**config.mk**
```make
export PLATFORM = sky130hd
export DESIGN_NAME = stdp_array_flat
export DESIGN_NICKNAME = d
export VERILOG_FILES = /design/src/rtl/stdp_pkg.sv /design/src/rtl/stdp_array_if.sv /design/src/rtl/stdp_synapse.sv /design/src/rtl/stdp_array.sv /design/src/flat_wrapper.sv
export SDC_FILE = /design/constraint.sdc
export NUM_CORES = 1
export LEC_CHECK = 0
export CORE_ASPECT_RATIO = 1.25
export CORE_UTILIZATION = 40
export DETAILED_ROUTE_END_ITERATION = 12
export GPL_TIMING_DRIVEN = 0
export SYNTH_ARGS = -nofsm -noshare
export SYNTH_HDL_FRONTEND = slang
export SYNTH_HIERARCHICAL = 1
export SYNTH_SLANG_ARGS = --single-unit
```
**constraint.sdc**
```tcl
create_clock -name clk -period 3.5 [get_ports clk]
set_input_delay 0.7 -clock clk [delete_from_list [all_inputs] [get_ports clk]]
set_output_delay 0.7 -clock clk [all_outputs]
set_load 0.01 [all_outputs]
```
**src/rtl/stdp_pkg.sv**
```systemverilog
// stdp_pkg: shared defaults, timer saturation helper and STDP step-size helper.
package stdp_pkg;

   localparam int DEF_WINDOW   = 16;
   localparam int DEF_LR_SHIFT = 1;
   localparam int DEF_W_INIT   = 32;
   localparam int DEF_W_MAX    = 255;

   // All-ones timer value: "no spike seen for a long time", never inside the window
   function automatic int tmr_sat(input int tw);
      return (1 << tw) - 1;
   endfunction

   // Step magnitude for a spike-time difference already known to be inside the window
   function automatic int stdp_step(input int dt, input int window, input int lr_shift);
      int s;
      s = (window - dt) >> lr_shift;
      if (s < 1) s = 1;
      return s;
   endfunction

endpackage

```
**src/rtl/stdp_array_if.sv**
```systemverilog
// stdp_array_if: spike inputs, learning enable, weight readout and update flags.
interface stdp_array_if
   import stdp_pkg::*;
#(
   parameter int N_PRE = 5,
   parameter int WW    = 8
);
   localparam int SEL_W = (N_PRE > 1) ? $clog2(N_PRE) : 1;

   logic             ena;
   logic [N_PRE-1:0] pre_spike;
   logic             post_spike;
   logic [SEL_W-1:0] rd_sel;
   logic [WW-1:0]    rd_weight;
   logic [N_PRE-1:0] ltp_flag;
   logic [N_PRE-1:0] ltd_flag;

   modport master (
      output ena, pre_spike, post_spike, rd_sel,
      input  rd_weight, ltp_flag, ltd_flag
   );

   modport slave (
      input  ena, pre_spike, post_spike, rd_sel,
      output rd_weight, ltp_flag, ltd_flag
   );
endinterface

```
**src/rtl/stdp_synapse.sv**
```systemverilog
// stdp_synapse: one channel's pre timer, weight register and LTP/LTD decision.
module stdp_synapse
   import stdp_pkg::*;
#(
   parameter int TW       = 8,
   parameter int WW       = 8,
   parameter int WINDOW   = DEF_WINDOW,
   parameter int LR_SHIFT = DEF_LR_SHIFT,
   parameter int W_INIT   = DEF_W_INIT,
   parameter int W_MAX    = DEF_W_MAX
) (
   input  logic          clk,
   input  logic          rst_n,
   input  logic          ena,
   input  logic          pre_spike,
   input  logic          post_spike,
   input  logic [TW-1:0] post_t,
   output logic [WW-1:0] weight,
   output logic          ltp_flag,
   output logic          ltd_flag
);

   localparam logic [TW-1:0] T_SAT    = TW'(tmr_sat(TW));
   localparam logic [TW-1:0] WIN_T    = TW'(WINDOW);
   localparam logic [WW:0]   W_MAX_V  = (WW+1)'(W_MAX);
   localparam logic [WW-1:0] W_INIT_V = WW'(W_INIT);

   logic [TW-1:0] pre_t;
   logic          do_ltp;
   logic          do_ltd;
   logic [WW-1:0] ltp_step;
   logic [WW-1:0] ltd_step;

   // A step larger than W_MAX saturates anyway, so cap it to keep it in WW bits
   function automatic logic [WW-1:0] step_of(input logic [TW-1:0] dt);
      int s;
      s = stdp_step(int'(dt), WINDOW, LR_SHIFT);
      if (s > W_MAX) s = W_MAX;
      return WW'(s);
   endfunction

   function automatic logic [WW-1:0] sat_add(input logic [WW-1:0] a, input logic [WW-1:0] b);
      logic [WW:0] s;
      s = {1'b0, a} + {1'b0, b};
      if (s > W_MAX_V) return W_MAX_V[WW-1:0];
      return s[WW-1:0];
   endfunction

   function automatic logic [WW-1:0] sat_sub(input logic [WW-1:0] a, input logic [WW-1:0] b);
      logic signed [WW+1:0] d;
      d = $signed({2'b00, a}) - $signed({2'b00, b});
      if (d < 0) return '0;
      return d[WW-1:0];
   endfunction

   // Simultaneous pre and post on this channel excludes both rules
   assign do_ltp   = ena & post_spike & ~pre_spike & (pre_t < WIN_T);
   assign do_ltd   = ena & pre_spike & ~post_spike & (post_t < WIN_T);
   assign ltp_step = step_of(pre_t);
   assign ltd_step = step_of(post_t);

   // Pre timer: restart on a spike, otherwise count up and park at saturation
   always_ff @(posedge clk or negedge rst_n) begin
      if (!rst_n)              pre_t <= T_SAT;
      else if (pre_spike)      pre_t <= '0;
      else if (pre_t != T_SAT) pre_t <= pre_t + TW'(1);
   end

   // Weight update and one-cycle flags, decided from the timers held before the edge
   always_ff @(posedge clk or negedge rst_n) begin
      if (!rst_n) begin
         weight   <= W_INIT_V;
         ltp_flag <= 1'b0;
         ltd_flag <= 1'b0;
      end else begin
         ltp_flag <= do_ltp;
         ltd_flag <= do_ltd;
         if (do_ltp)      weight <= sat_add(weight, ltp_step);
         else if (do_ltd) weight <= sat_sub(weight, ltd_step);
      end
   end

endmodule

```
**src/rtl/stdp_array.sv**
```systemverilog
// stdp_array: N_PRE STDP synapses sharing one post-synaptic timer, with registered readout.
module stdp_array
   import stdp_pkg::*;
#(
   parameter int N_PRE    = 5,
   parameter int TW       = 8,
   parameter int WW       = 8,
   parameter int WINDOW   = DEF_WINDOW,
   parameter int LR_SHIFT = DEF_LR_SHIFT,
   parameter int W_INIT   = DEF_W_INIT,
   parameter int W_MAX    = DEF_W_MAX
) (
   input logic         clk,
   input logic         rst_n,
   stdp_array_if.slave bus
);

   localparam int            SEL_W    = (N_PRE > 1) ? $clog2(N_PRE) : 1;
   localparam logic [TW-1:0] T_SAT    = TW'(tmr_sat(TW));
   localparam logic [WW-1:0] W_INIT_V = WW'(W_INIT);

   logic [TW-1:0]    post_t;
   logic [WW-1:0]    weights [N_PRE];
   logic [N_PRE-1:0] ltp_v;
   logic [N_PRE-1:0] ltd_v;
   logic [WW-1:0]    rd_next;

   // Post timer: restart on a post spike, otherwise count up and park at saturation
   always_ff @(posedge clk or negedge rst_n) begin
      if (!rst_n)               post_t <= T_SAT;
      else if (bus.post_spike)  post_t <= '0;
      else if (post_t != T_SAT) post_t <= post_t + TW'(1);
   end

   for (genvar g = 0; g < N_PRE; g++) begin : g_syn
      stdp_synapse #(
         .TW       (TW),
         .WW       (WW),
         .WINDOW   (WINDOW),
         .LR_SHIFT (LR_SHIFT),
         .W_INIT   (W_INIT),
         .W_MAX    (W_MAX)
      ) u_syn (
         .clk        (clk),
         .rst_n      (rst_n),
         .ena        (bus.ena),
         .pre_spike  (bus.pre_spike[g]),
         .post_spike (bus.post_spike),
         .post_t     (post_t),
         .weight     (weights[g]),
         .ltp_flag   (ltp_v[g]),
         .ltd_flag   (ltd_v[g])
      );
   end

   assign bus.ltp_flag = ltp_v;
   assign bus.ltd_flag = ltd_v;

   // Readout mux; selects beyond the last channel read as zero
   always_comb begin
      rd_next = '0;
      for (int i = 0; i < N_PRE; i++) begin
         if (bus.rd_sel == SEL_W'(i)) rd_next = weights[i];
      end
   end

   // Registered readout shows the weight as it stood before this edge's update
   always_ff @(posedge clk or negedge rst_n) begin
      if (!rst_n) bus.rd_weight <= W_INIT_V;
      else        bus.rd_weight <= rd_next;
   end

endmodule
```
**src/flat_wrapper.sv**
```systemverilog
// flat-port wrapper written by rule: the top's interface ports become plain ports
module stdp_array_flat import stdp_pkg::*;
#(
   parameter int N_PRE    = 5,
   parameter int TW       = 8,
   parameter int WW       = 8,
   parameter int WINDOW   = DEF_WINDOW,
   parameter int LR_SHIFT = DEF_LR_SHIFT,
   parameter int W_INIT   = DEF_W_INIT,
   parameter int W_MAX    = DEF_W_MAX
)
  (clk, rst_n, bus_ena, bus_pre_spike, bus_post_spike, bus_rd_sel, bus_rd_weight, bus_ltp_flag, bus_ltd_flag);
  stdp_array_if #(.N_PRE(N_PRE), .WW(WW)) bus_i ();
  input logic clk;
  input logic rst_n;
  input wire logic [$bits(bus_i.ena)-1:0] bus_ena;
  input wire logic [$bits(bus_i.pre_spike)-1:0] bus_pre_spike;
  input wire logic [$bits(bus_i.post_spike)-1:0] bus_post_spike;
  input wire logic [$bits(bus_i.rd_sel)-1:0] bus_rd_sel;
  output wire logic [$bits(bus_i.rd_weight)-1:0] bus_rd_weight;
  output wire logic [$bits(bus_i.ltp_flag)-1:0] bus_ltp_flag;
  output wire logic [$bits(bus_i.ltd_flag)-1:0] bus_ltd_flag;
  assign bus_i.ena = bus_ena;
  assign bus_i.pre_spike = bus_pre_spike;
  assign bus_i.post_spike = bus_post_spike;
  assign bus_i.rd_sel = bus_rd_sel;
  assign bus_rd_weight = bus_i.rd_weight;
  assign bus_ltp_flag = bus_i.ltp_flag;
  assign bus_ltd_flag = bus_i.ltd_flag;
  stdp_array #(.N_PRE(N_PRE), .TW(TW), .WW(WW), .WINDOW(WINDOW), .LR_SHIFT(LR_SHIFT), .W_INIT(W_INIT), .W_MAX(W_MAX)) u_core (.clk(clk), .rst_n(rst_n), .bus(bus_i));
endmodule
```
==> metrics.md, run 1 <==
| Metric | Value |
|---|---|
| Number of instances in the placed design | `1541` |
| Std cell rows | `66` |
| Wire length of the first global-routing pass | `45800 um` |
| CTS clk-pin slew, worst paths | `0.08 ns` |
| Result of the run | `finished, final reports clean` |
| Gr ovfl total | `0` |
| Worst setup timing slack at the placement stage | `-0.487 ns` |
| Final critical-path setup slack | `0.0717 ns` |
| Final HPWL from detailed placement | `20700 um` |
| Fraction of final layout cells with drive strength greater than 1 | `0.222` |
| Buffers on Ports | `22` |
| Detailed-route DRC error count | `0` |
| Main combinational cell family by area after synthesis | `compound AO/OA/AOI/OAI gates` |
| Cell count after synthesis | `1178` |
| Total via count in the routed design | `9529` |
| Worst voltage drop across the vdd grid | `0.268 mV` |
| Power per Cell Area | `604 nW/um^2` |
| Type of element capturing the critical path | `register` |
| Largest net degree at the start of global routing | `62` |
| Area of the die | `26900 sq um` |
| CTS tree | `yes` |
| Setup TNS | `0 ns` |
| Post-synth ARST share | `1.00` |
| Final RePlAce weighted congestion | `0.835` |
| Startpoint Class | `register` |
| Max_cap viols | `0` |
| Core Box Area | `25900 sq um` |
| Maximum clock skew at final layout | `0.0106 ns` |
| Number of antenna violations at the first check in global routing | `3` |
| Cell chosen for the clock root | `clkbuf_16` |
| Category of the most critical setup path | `register to register` |
| Mapped Nets | `1296` |
| Relative slew slack | `0.428` |
| Clock latency of the later-clocked register in the worst-skew pair | `0.37 ns` |
| Detailed-route wire length per cell | `18.2 um` |
| Mapped cell area | `10500 sq um` |
| Buffer depth of the longest clock path | `2` |
| Io pins | `30` |
| Worst Hold Class | `primary input to asynchronous set/reset pin` |
| Post-synth cell types | `78` |
| Startpoint of the most critical setup path | `u_core/post_t[1]$_DFFE_PN1P_` |
| Shortest clock period the worst path allows after layout | `3.43 ns` |
| Final Cycle Share | `0.980` |
| Worst Path Required | `3.72 ns` |
| Crit Path Max Fanout | `10` |
| Number of warnings reported in the yosys synthesis log | `6` |
| Worst reg2reg path startpoint | `u_core/post_t[1]$_DFFE_PN1P_` |
| Total of fill cells in the finished design | `2518` |
| Number of cells in the finished layout apart from fillers | `1603` |
| Post-synthesis sequential area ratio | `0.259` |
| Count of final max-slew check failures | `0` |
| Average vias per placed instance | `5.94` |
| Register cell area after layout | `2730 sq um` |
| Area Overhead vs Synth | `17.8%` |
| Area of the multi-input gates | `7730 sq um` |
| Synthesized-area fraction occupied by ao, oa, aoi and oai cells | `0.262` |
| Most frequently used flop master after synthesis | `dfstp_2` |
| Measured slew at the worst slew-check pin | `0.855 ns` |
| Count of flip-flops with a built-in enable after synthesis | `0` |
| Initial Util | `0.406` |
| Synthesized-area fraction occupied by adder cells | `0.133` |
| Inserted Clock Buffers | `9` |
| Net count, final | `1375` |
| Unrepaired setup endpoints after global routing | `yes` |
| Die height | `183 um` |
| Final antenna-violating net count | `0` |
| Worst endpoint data arrival time | `3.65 ns` |
| Share of synthesized area spent on multiplexers | `0.0277` |
| Simple-gate portion of the synthesized area | `0.222` |
| Total clock sinks | `106` |
| Setup violators final | `0` |
| Post-route cell area | `12400 sq um` |
| Aggregate global-route resource usage | `0.210` |
| Synth Register Bits | `106` |
| Standard cell area after detailed placement | `11200 sq um` |
| Via count of the first global-routing pass | `9102` |
| Register-to-Register Setup Slack | `0.07 ns` |
| Logic depth of the worst register-to-register path | `14` |
| Iteration-0 DRC count of the detailed router | `404` |
| Die Span X | `147 um` |
| Destination of the worst register-to-register timing path | `u_core/g_syn[0].u_syn/weight[7]$_DFFE_PN0P_` |
| Count of endpoints failing hold in the final timing report | `0` |
| Sum of routed wire length over all layers | `29100 um` |
| Number of search-and-repair iterations in the first detailed-routing pass | `5` |
| Number of H-tree branching levels | `3` |
| Upper clock frequency limit | `292 MHz` |
| XOR/XNOR Fraction of Synth Area | `0.0458` |
| Synthesized area divided by synthesized cell count | `8.93 sq um` |
| Total leakage power | `5.26 nW` |
## final cells by class
class	count	share of cell area
diodes	1	0.000202
repair buffers	68	0.0535
inverters	88	0.0267
clock buffers	9	0.0182
clock inverters	7	0.00687
well taps	340	0.0344
multi-input cells	957	0.624
plain buffers	27	0.0158
flip-flops and latches	106	0.221
## synth_stat cells, types with 6 or more instances
| master | n | area (sq um) |
|---|---|---|
| nor2b_1 | 30 | 188 |
| buf_6 | 12 | 135 |
| inv_1 | 88 | 330 |
| or2_2 | 18 | 113 |
| dfstp_2 | 54 | 1420 |
| a32oi_1 | 12 | 105 |
| and4b_1 | 7 | 70.1 |
| o221ai_1 | 14 | 123 |
| a31oi_1 | 20 | 125 |
| nor3_1 | 40 | 200 |
| ha_1 | 96 | 1200 |
| o21a_1 | 19 | 143 |
| nand2b_1 | 33 | 206 |
| a211o_1 | 6 | 52.6 |
| o21ai_0 | 49 | 245 |
| fa_1 | 10 | 200 |
| nand3b_1 | 11 | 82.6 |
| or4_1 | 9 | 67.6 |
| and2_1 | 8 | 50.1 |
| xor2_1 | 19 | 166 |
| a2bb2oi_1 | 7 | 61.3 |
| a21o_1 | 23 | 173 |
| or3b_2 | 8 | 70.1 |
| and3_1 | 15 | 93.8 |
| o21bai_1 | 10 | 75.1 |
| nor2_1 | 76 | 285 |
| o22ai_1 | 11 | 68.8 |
| mux2i_1 | 22 | 220 |
| nand2_1 | 59 | 221 |
| clkbuf_1 | 7 | 26.3 |
| a21oi_1 | 57 | 285 |
| a21boi_0 | 6 | 45.0 |
| dfrtp_1 | 52 | 1300 |
| a311o_1 | 13 | 130 |
| a211oi_1 | 24 | 180 |
| nand3_1 | 24 | 120 |
| nand4_1 | 17 | 106 |
| o31ai_1 | 31 | 233 |
| xnor2_1 | 36 | 315 |
| o2111ai_1 | 6 | 52.6 |
## cell usage in the layout (no fill, tap or decap), drive strengths merged, types with 20 or more instances in the layout
cell,synthesis,routed
ha,96,96
inv,88,92
nor2,76,76
buf,20,66
a21oi,61,61
nand2,59,59
o21ai,56,56
dfstp,54,54
dfrtp,52,52
nor3,41,41
xnor2,36,36
o31ai,36,36
nand2b,33,33
nor2b,30,30
a211oi,25,25
nand3,24,24
a21o,23,23
mux2i,22,22
clkdlybuf4s50,0,21
a31oi,20,20
## routing by layer
metal / routed length [um] / GRT usage / vias up
met3: 847 / 0.0279 / 44
met2: 14900 / 0.383 / 168
met5: 10 / 0 / -
met4: 731 / 0.0705 / 2
met1: 12600 / 0.254 / 4663
li1: - / - / 4652
## kinds of logic (layout without fill, tap and decap cells)
group / Yosys count / after routing
fa+ha+maj: 106 / 106
compound gates: 374 / 374
other cells: 0 / 1
mux: 26 / 26
simple gates: 396 / 396
xor+xnor: 55 / 55
buf+inv: 115 / 199
flops: 106 / 106
## sequential cells by signal (all words and copies together) (netlist names)
signal and cells:
u_core/g_syn.u_syn/pre_t 40, u_core/g_syn.u_syn/weight 40, u_core/bus.rd_weight 8, u_core/post_t 8
u_core/g_syn.u_syn/ltd_flag 5, u_core/g_syn.u_syn/ltp_flag 5
## stage by stage
stage	util	power, mW	hold WS, ns
finish	0.478	7.49	0.267
global route	0.477	8.06	0.306
CTS	0.456	7.22	0.282
detailed placement	0.432	5.84	0.551
global placement	0.430	5.76	0.542
floorplan	-	4.88	0.404
## repair_timing
item	in CTS	in global routing
setup buffers	16	28
pin swaps	19	39
endpoints found under the setup margin	38	39
gates cloned	0	1
hold endpoints to repair	0	0
gates resized for setup	42	80
hold buffers	0	0
## critical path: stages (launching register included)
cell	delay (ns)
dfstp_4	0.64
buf_6	0.13
buf_4	0.14
buf_8	0.14
o31ai_2	0.10
a211oi_2	0.26
a211o_1	0.17
ha_2	0.19
fa_2	0.23
nor2b_2	0.05
o31a_1	0.31
o311a_4	0.39
o31ai_4	0.26
buf_4	0.17
o221ai_1	0.10
## how the worst max path moves through the flow
stage | end | slack (ns) | cells after the start
6_report | u_core/g_syn[0].u_syn/weight[7]$_DFFE_PN0P_ | 0.07 | 14
5_1_grt | u_core/g_syn[3].u_syn/weight[3]$_DFFE_PN0P_ | -0.04 | 14
4_1_cts | u_core/g_syn[4].u_syn/weight[6]$_DFFE_PN0P_ | 0.0003 | 12
3_5_place_dp | u_core/g_syn[4].u_syn/weight[2]$_DFFE_PN0P_ | -0.49 | 13
3_3_place_gp | u_core/g_syn[3].u_syn/weight[7]$_DFFE_PN0P_ | -2.67 | 1
2_1_floorplan | u_core/g_syn[2].u_syn/weight[2]$_DFFE_PN0P_ | 0.21 | 13
## report_power, final
part           internal, mW  switching [mW]  leakage (nW)
Sequential             1.52           0.447          1.24
Combinational          2.09            2.32          3.88
Clock                 0.572           0.544         0.147
(Power assumes the default switching activity.)
==> run 2: changes to the inputs <==
--- a/config.mk
+++ b/config.mk
@@ -7,9 +7,9 @@
 export LEC_CHECK = 0
 export CORE_ASPECT_RATIO = 1.25
 export CORE_UTILIZATION = 40
+export CTS_BUF_LIST = sky130_fd_sc_hd__clkbuf_16
 export DETAILED_ROUTE_END_ITERATION = 12
 export GPL_TIMING_DRIVEN = 0
 export SYNTH_ARGS = -nofsm -noshare
 export SYNTH_HDL_FRONTEND = slang
-export SYNTH_HIERARCHICAL = 1
 export SYNTH_SLANG_ARGS = --single-unit
==> metrics.md, run 2 <==
| Metric | Value |
|---|---|
| Net count, final | `1273 (was 1375)` |
| Maximum clock skew at final layout | `0.0107 ns (was 0.0106 ns)` |
| Gr ovfl total | `0 (unchanged)` |
| Final antenna-violating net count | `0 (unchanged)` |
| Largest net degree at the start of global routing | `56 (was 62)` |
| Initial Util | `0.406 (about the same)` |
| Io pins | `30 (unchanged)` |
| Sum of routed wire length over all layers | `23300 um (was 29100 um)` |
| Count of endpoints failing hold in the final timing report | `0 (unchanged)` |
| Switching Share | `0.427 (was 0.442)` |
| Most numerous cell types in the synthesized netlist | `111 x nor2_1, 92 x ha_1, 91 x a21oi_1, 73 x nand2_1, 70 x inv_1 (was 96 x ha_1, 88 x inv_1, 76 x nor2_1, 59 x nand2_1, 57 x a21oi_1)` |
| Result of the run | `finished with violations (was finished, final reports clean)` |
| Setup violators final | `0 (unchanged)` |
| Antenna diodes | `0 (was 1)` |
| Worst Path Required | `3.74 ns (was 3.72 ns)` |
| Max_cap viols | `0 (unchanged)` |
| Crit Path Max Fanout | `5 (was 10)` |
| Register cell area after layout | `2720 sq um (was 2730 sq um)` |
| Most frequent cells in the layout | `109 x nor2_1, 84 x a21oi_1, 83 x ha_1 (was 84 x inv_1, 82 x ha_1, 76 x nor2_1)` |
| Mapped cell area | `9290 sq um (was 10500 sq um)` |
| Share of synthesized area spent on multiplexers | `0.0163 (was 0.0277)` |
| Top cell type by total area after synthesis | `dfstp_2 (unchanged)` |
| Die height | `172 um (was 183 um)` |
| Area Overhead vs Synth | `16.0% (was 17.8%)` |
| CTS clk-pin slew, worst paths | `0.07 ns (was 0.08 ns)` |
| Clock latency of the later-clocked register in the worst-skew pair | `0.36 ns (was 0.37 ns)` |
| CTS tree | `yes (unchanged)` |
| Met2 routing resource usage after global routing | `0.364 (was 0.383)` |
| Simple-gate portion of the synthesized area | `0.201 (was 0.222)` |
| Iteration-0 DRC count of the detailed router | `334 (was 404)` |
| Measured slew at the worst slew-check pin | `0.845 ns (was 0.855 ns)` |
| Core Box Area | `22900 sq um (was 25900 sq um)` |
| Number of H-tree branching levels | `3 (unchanged)` |
| Proportion of netlist area held by the largest area contributor | `0.153 (was 0.135)` |
| Type of element capturing the critical path | `register (unchanged)` |
| Final RePlAce weighted congestion | `0.862 (was 0.835)` |
| Met3 routing resource usage after global routing | `0.0238 (was 0.0279)` |
| Total via count in the routed design | `8191 (was 9529)` |
| Worst Hold Class | `primary input to asynchronous set/reset pin (unchanged)` |
| Total clock sinks | `106 (unchanged)` |
| Final HPWL from detailed placement | `17800 um (was 20700 um)` |
| Cell chosen for the clock root | `clkbuf_16 (unchanged)` |
| Number of antenna violations at the first check in global routing | `1 (was 3)` |
| PnR Total Power | `6.71 mW (was 7.49 mW)` |
| Post-synth ARST share | `1.00 (unchanged)` |
| Main combinational cell family by area after synthesis | `compound AO/OA/AOI/OAI gates (unchanged)` |
| Shortest clock period the worst path allows after layout | `3.37 ns (was 3.43 ns)` |
| Total leakage power | `4.73 nW (was 5.26 nW)` |
| Cell with the most instances after synthesis | `nor2_1 (was ha_1)` |
| Final Cycle Share | `0.963 (was 0.980)` |
| Fraction of final layout cells with drive strength greater than 1 | `0.166 (was 0.222)` |
| Die Span X | `138 um (was 147 um)` |
| Buffer depth of the longest clock path | `2 (unchanged)` |
| Average vias per placed instance | `5.64 (was 5.94)` |
| Aggregate global-route resource usage | `0.198 (was 0.210)` |
| Sequential share of power | `0.285 (was 0.262)` |
| Count of final max-slew check failures | `0 (unchanged)` |
| Logic depth of the worst register-to-register path | `13 (was 14)` |
| Relative slew slack | `0.436 (was 0.428)` |
| Count of flip-flops with a built-in enable after synthesis | `0 (unchanged)` |
| Synthesized area divided by synthesized cell count | `8.45 sq um (was 8.93 sq um)` |
| Detailed-route DRC error count | `2 (was 0)` |
| Register-to-Register Setup Slack | `0.13 ns (was 0.07 ns)` |
| Mapped Nets | `1213 (was 1296)` |
| Worst voltage drop across the vdd grid | `0.311 mV (was 0.268 mV)` |
| Most frequently used flop master after synthesis | `dfstp_2 (unchanged)` |
| Largest cells by area after synthesis | `dfstp_2 15%, dfrtp_1 14%, ha_1 12% (was dfstp_2 13%, dfrtp_1 12%, ha_1 11%)` |
| Largest regs | `u_core.g_syn.u_syn.pre_t: 40 flops, u_core.g_syn.u_syn.weight: 40 flops (was u_core/g_syn.u_syn/pre_t: 40 flops, u_core/g_syn.u_syn/weight: 40 flops)` |
| Synthesized-area fraction occupied by ao, oa, aoi and oai cells | `0.239 (was 0.262)` |
| Inserted Clock Buffers | `9 (unchanged)` |
| Design internal power | `3.85 mW (was 4.18 mW)` |
| Detailed-route wire length per cell | `16.0 um (was 18.2 um)` |
| Number of cells in the finished layout apart from fillers | `1452 (was 1603)` |
| Power per Cell Area | `622 nW/um^2 (was 604 nW/um^2)` |
| Post-synthesis sequential area ratio | `0.293 (was 0.259)` |
| Number of instances in the placed design | `1411 (was 1541)` |
| Proportion of power drawn by combinational gates | `0.562 (was 0.588)` |
| Synth Register Bits | `106 (unchanged)` |
| Cell count after synthesis | `1099 (was 1178)` |
| Post-synth cell types | `78 (unchanged)` |
| Upper clock frequency limit | `297 MHz (was 292 MHz)` |
| Global routing's busiest layer | `met2 (unchanged)` |
| Violated checks | `DRC` |
| Category of the most critical setup path | `register to register (unchanged)` |
| Wire length of the first global-routing pass | `37700 um (was 45800 um)` |
| Destination of the worst register-to-register timing path | `u_core.g_syn[3].u_syn.weight[7]$_DFFE_PN0P_ (was u_core/g_syn[0].u_syn/weight[7]$_DFFE_PN0P_)` |
| Buffers on Ports | `23 (was 22)` |
| XOR/XNOR Fraction of Synth Area | `0.0509 (was 0.0458)` |
| Worst reg2reg path startpoint | `u_core.g_syn[3].u_syn.pre_t[0]$_DFFE_PN1P_ (was u_core/post_t[1]$_DFFE_PN1P_)` |
| Total of fill cells in the finished design | `2222 (was 2518)` |
| Area of the die | `23800 sq um (was 26900 sq um)` |
| Via count of the first global-routing pass | `7575 (was 9102)` |
| Met1 Track Usage GR | `0.233 (was 0.254)` |
| Number of search-and-repair iterations in the first detailed-routing pass | `8 (was 5)` |
| Clock share of power | `0.153 (was 0.149)` |
| Startpoint Class | `register (unchanged)` |
| Switch Pwr | `2.86 mW (was 3.31 mW)` |
| Std cell rows | `62 (was 66)` |
| Number of warnings reported in the yosys synthesis log | `0 (was 6)` |
| Synthesized-area fraction occupied by adder cells | `0.145 (was 0.133)` |
| Most common cell after layout, fill and taps aside | `nor2_1 (was inv_1)` |
| Area of the multi-input gates | `6430 sq um (was 7730 sq um)` |
| Worst endpoint data arrival time | `3.61 ns (was 3.65 ns)` |
run 2: layout make-up:
| class | instances | share of cell area |
|---|---|---|
| Buffer | 38 | 0.0178 |
| Clock buffer | 9 | 0.0209 |
| Tap cell | 288 | 0.0334 |
| Inverter | 76 | 0.0272 |
| Sequential cell | 106 | 0.252 |
| Multi-Input combinational cell | 873 | 0.596 |
| Clock inverter | 7 | 0.00569 |
| Timing Repair Buffer | 55 | 0.0462 |
run 2: logic make-up (layout without fill, tap and decap cells):
group | Yosys count | after routing
AO/OA/AOI/OAI | 329 | 329
adder cells (fa/ha/maj) | 102 | 102
buffers and inverters | 120 | 185
flip-flops | 106 | 106
XOR/XNOR | 54 | 54
AND/OR/NAND/NOR | 373 | 373
multiplexers | 15 | 15
run 2: worst max-delay path by stage:
| stage | startpoint | end | cells past startpoint | slack (ns) |
|---|---|---|---|---|
| after floorplan | u_core.g_syn[1].u_syn.pre_t[0]$_DFFE_PN1P_ | u_core.g_syn[1].u_syn.weight[7]$_DFFE_PN0P_ | 17 | 0.06 |
| after global placement | rst_n | u_core.g_syn[0].u_syn.ltp_flag$_DFF_PN0_ | 1 | -2.59 |
| after detailed placement | u_core.post_t[0]$_DFFE_PN1P_ | u_core.g_syn[1].u_syn.weight[7]$_DFFE_PN0P_ | 15 | -0.55 |
| after CTS | u_core.post_t[0]$_DFFE_PN1P_ | u_core.g_syn[4].u_syn.weight[7]$_DFFE_PN0P_ | 13 | 0.002 |
| after global routing | u_core.g_syn[3].u_syn.pre_t[0]$_DFFE_PN1P_ | u_core.g_syn[3].u_syn.weight[7]$_DFFE_PN0P_ | 13 | -0.06 |
| final | u_core.g_syn[3].u_syn.pre_t[0]$_DFFE_PN1P_ | u_core.g_syn[3].u_syn.weight[7]$_DFFE_PN0P_ | 13 | 0.13 |
run 2: per-layer routing:
metal | vias up | share of wire | wire (um)
met4 | 2 | 0.031 | 711
met3 | 36 | 0.022 | 512
met2 | 85 | 0.50 | 11700
met1 | 3931 | 0.45 | 10400
li1 | 4137 | - | -
met5 | - | 0.00047 | 11
run 2: stage by stage:
stage	cell area (sq um)	util	TNS (ns)	worst slack, ns	hold slack, ns
2_1_floorplan	9310	-	0	0.0586	0.404
3_3_place_gp	9900	0.433	-214.40	-2.59	0.508
3_5_place_dp	9920	0.434	-15.14	-0.546	0.519
4_1_cts	10400	0.454	0	0.00225	0.415
5_1_grt	10800	0.471	-0.196	-0.0623	0.443
6_report	10800	0.471	0	0.130	0.382
run 2: what timing repair did:
item	CTS	global route
setup buffers	8	23
gates resized for setup	33	50
setup endpoints to repair	40	40
hold buffers	0	0
pin swaps	11	21
run 2: power by group through the flow:
stage / combinational [mW] / sequential (mW) / clock (mW)
2_1_floorplan: 2.79 / 1.76 / 0
3_3_place_gp: 3.40 / 1.93 / 0
3_5_place_dp: 3.46 / 1.93 / 0
4_1_cts: 3.58 / 1.92 / 1.06
5_1_grt: 4.27 / 1.95 / 1.10
6_report: 3.77 / 1.91 / 1.03
run 2: critical path, stage by stage, from the launching register on:
cell and delay (ns):
dfstp_2 0.40, inv_2 0.07, ha_4 0.14, nand2b_1 0.07, or2_4 0.26, a2111oi_4 0.39, inv_2 0.08, buf_4 0.15
ha_1 0.23, nor4_1 0.64, nand3_1 0.14, a211o_1 0.28, o311a_1 0.13, a221o_1 0.26
==> run 3: changes to the inputs <==
--- a/config.mk
+++ b/config.mk
@@ -9,6 +9,7 @@
 export CORE_UTILIZATION = 40
 export CTS_BUF_LIST = sky130_fd_sc_hd__clkbuf_16
 export DETAILED_ROUTE_END_ITERATION = 12
+export GPL_ROUTABILITY_DRIVEN = 1
 export GPL_TIMING_DRIVEN = 0
 export SYNTH_ARGS = -nofsm -noshare
 export SYNTH_HDL_FRONTEND = slang
==> results of run 3 <==
No change in the layout: final DEF, timing and power equal those of run 2.
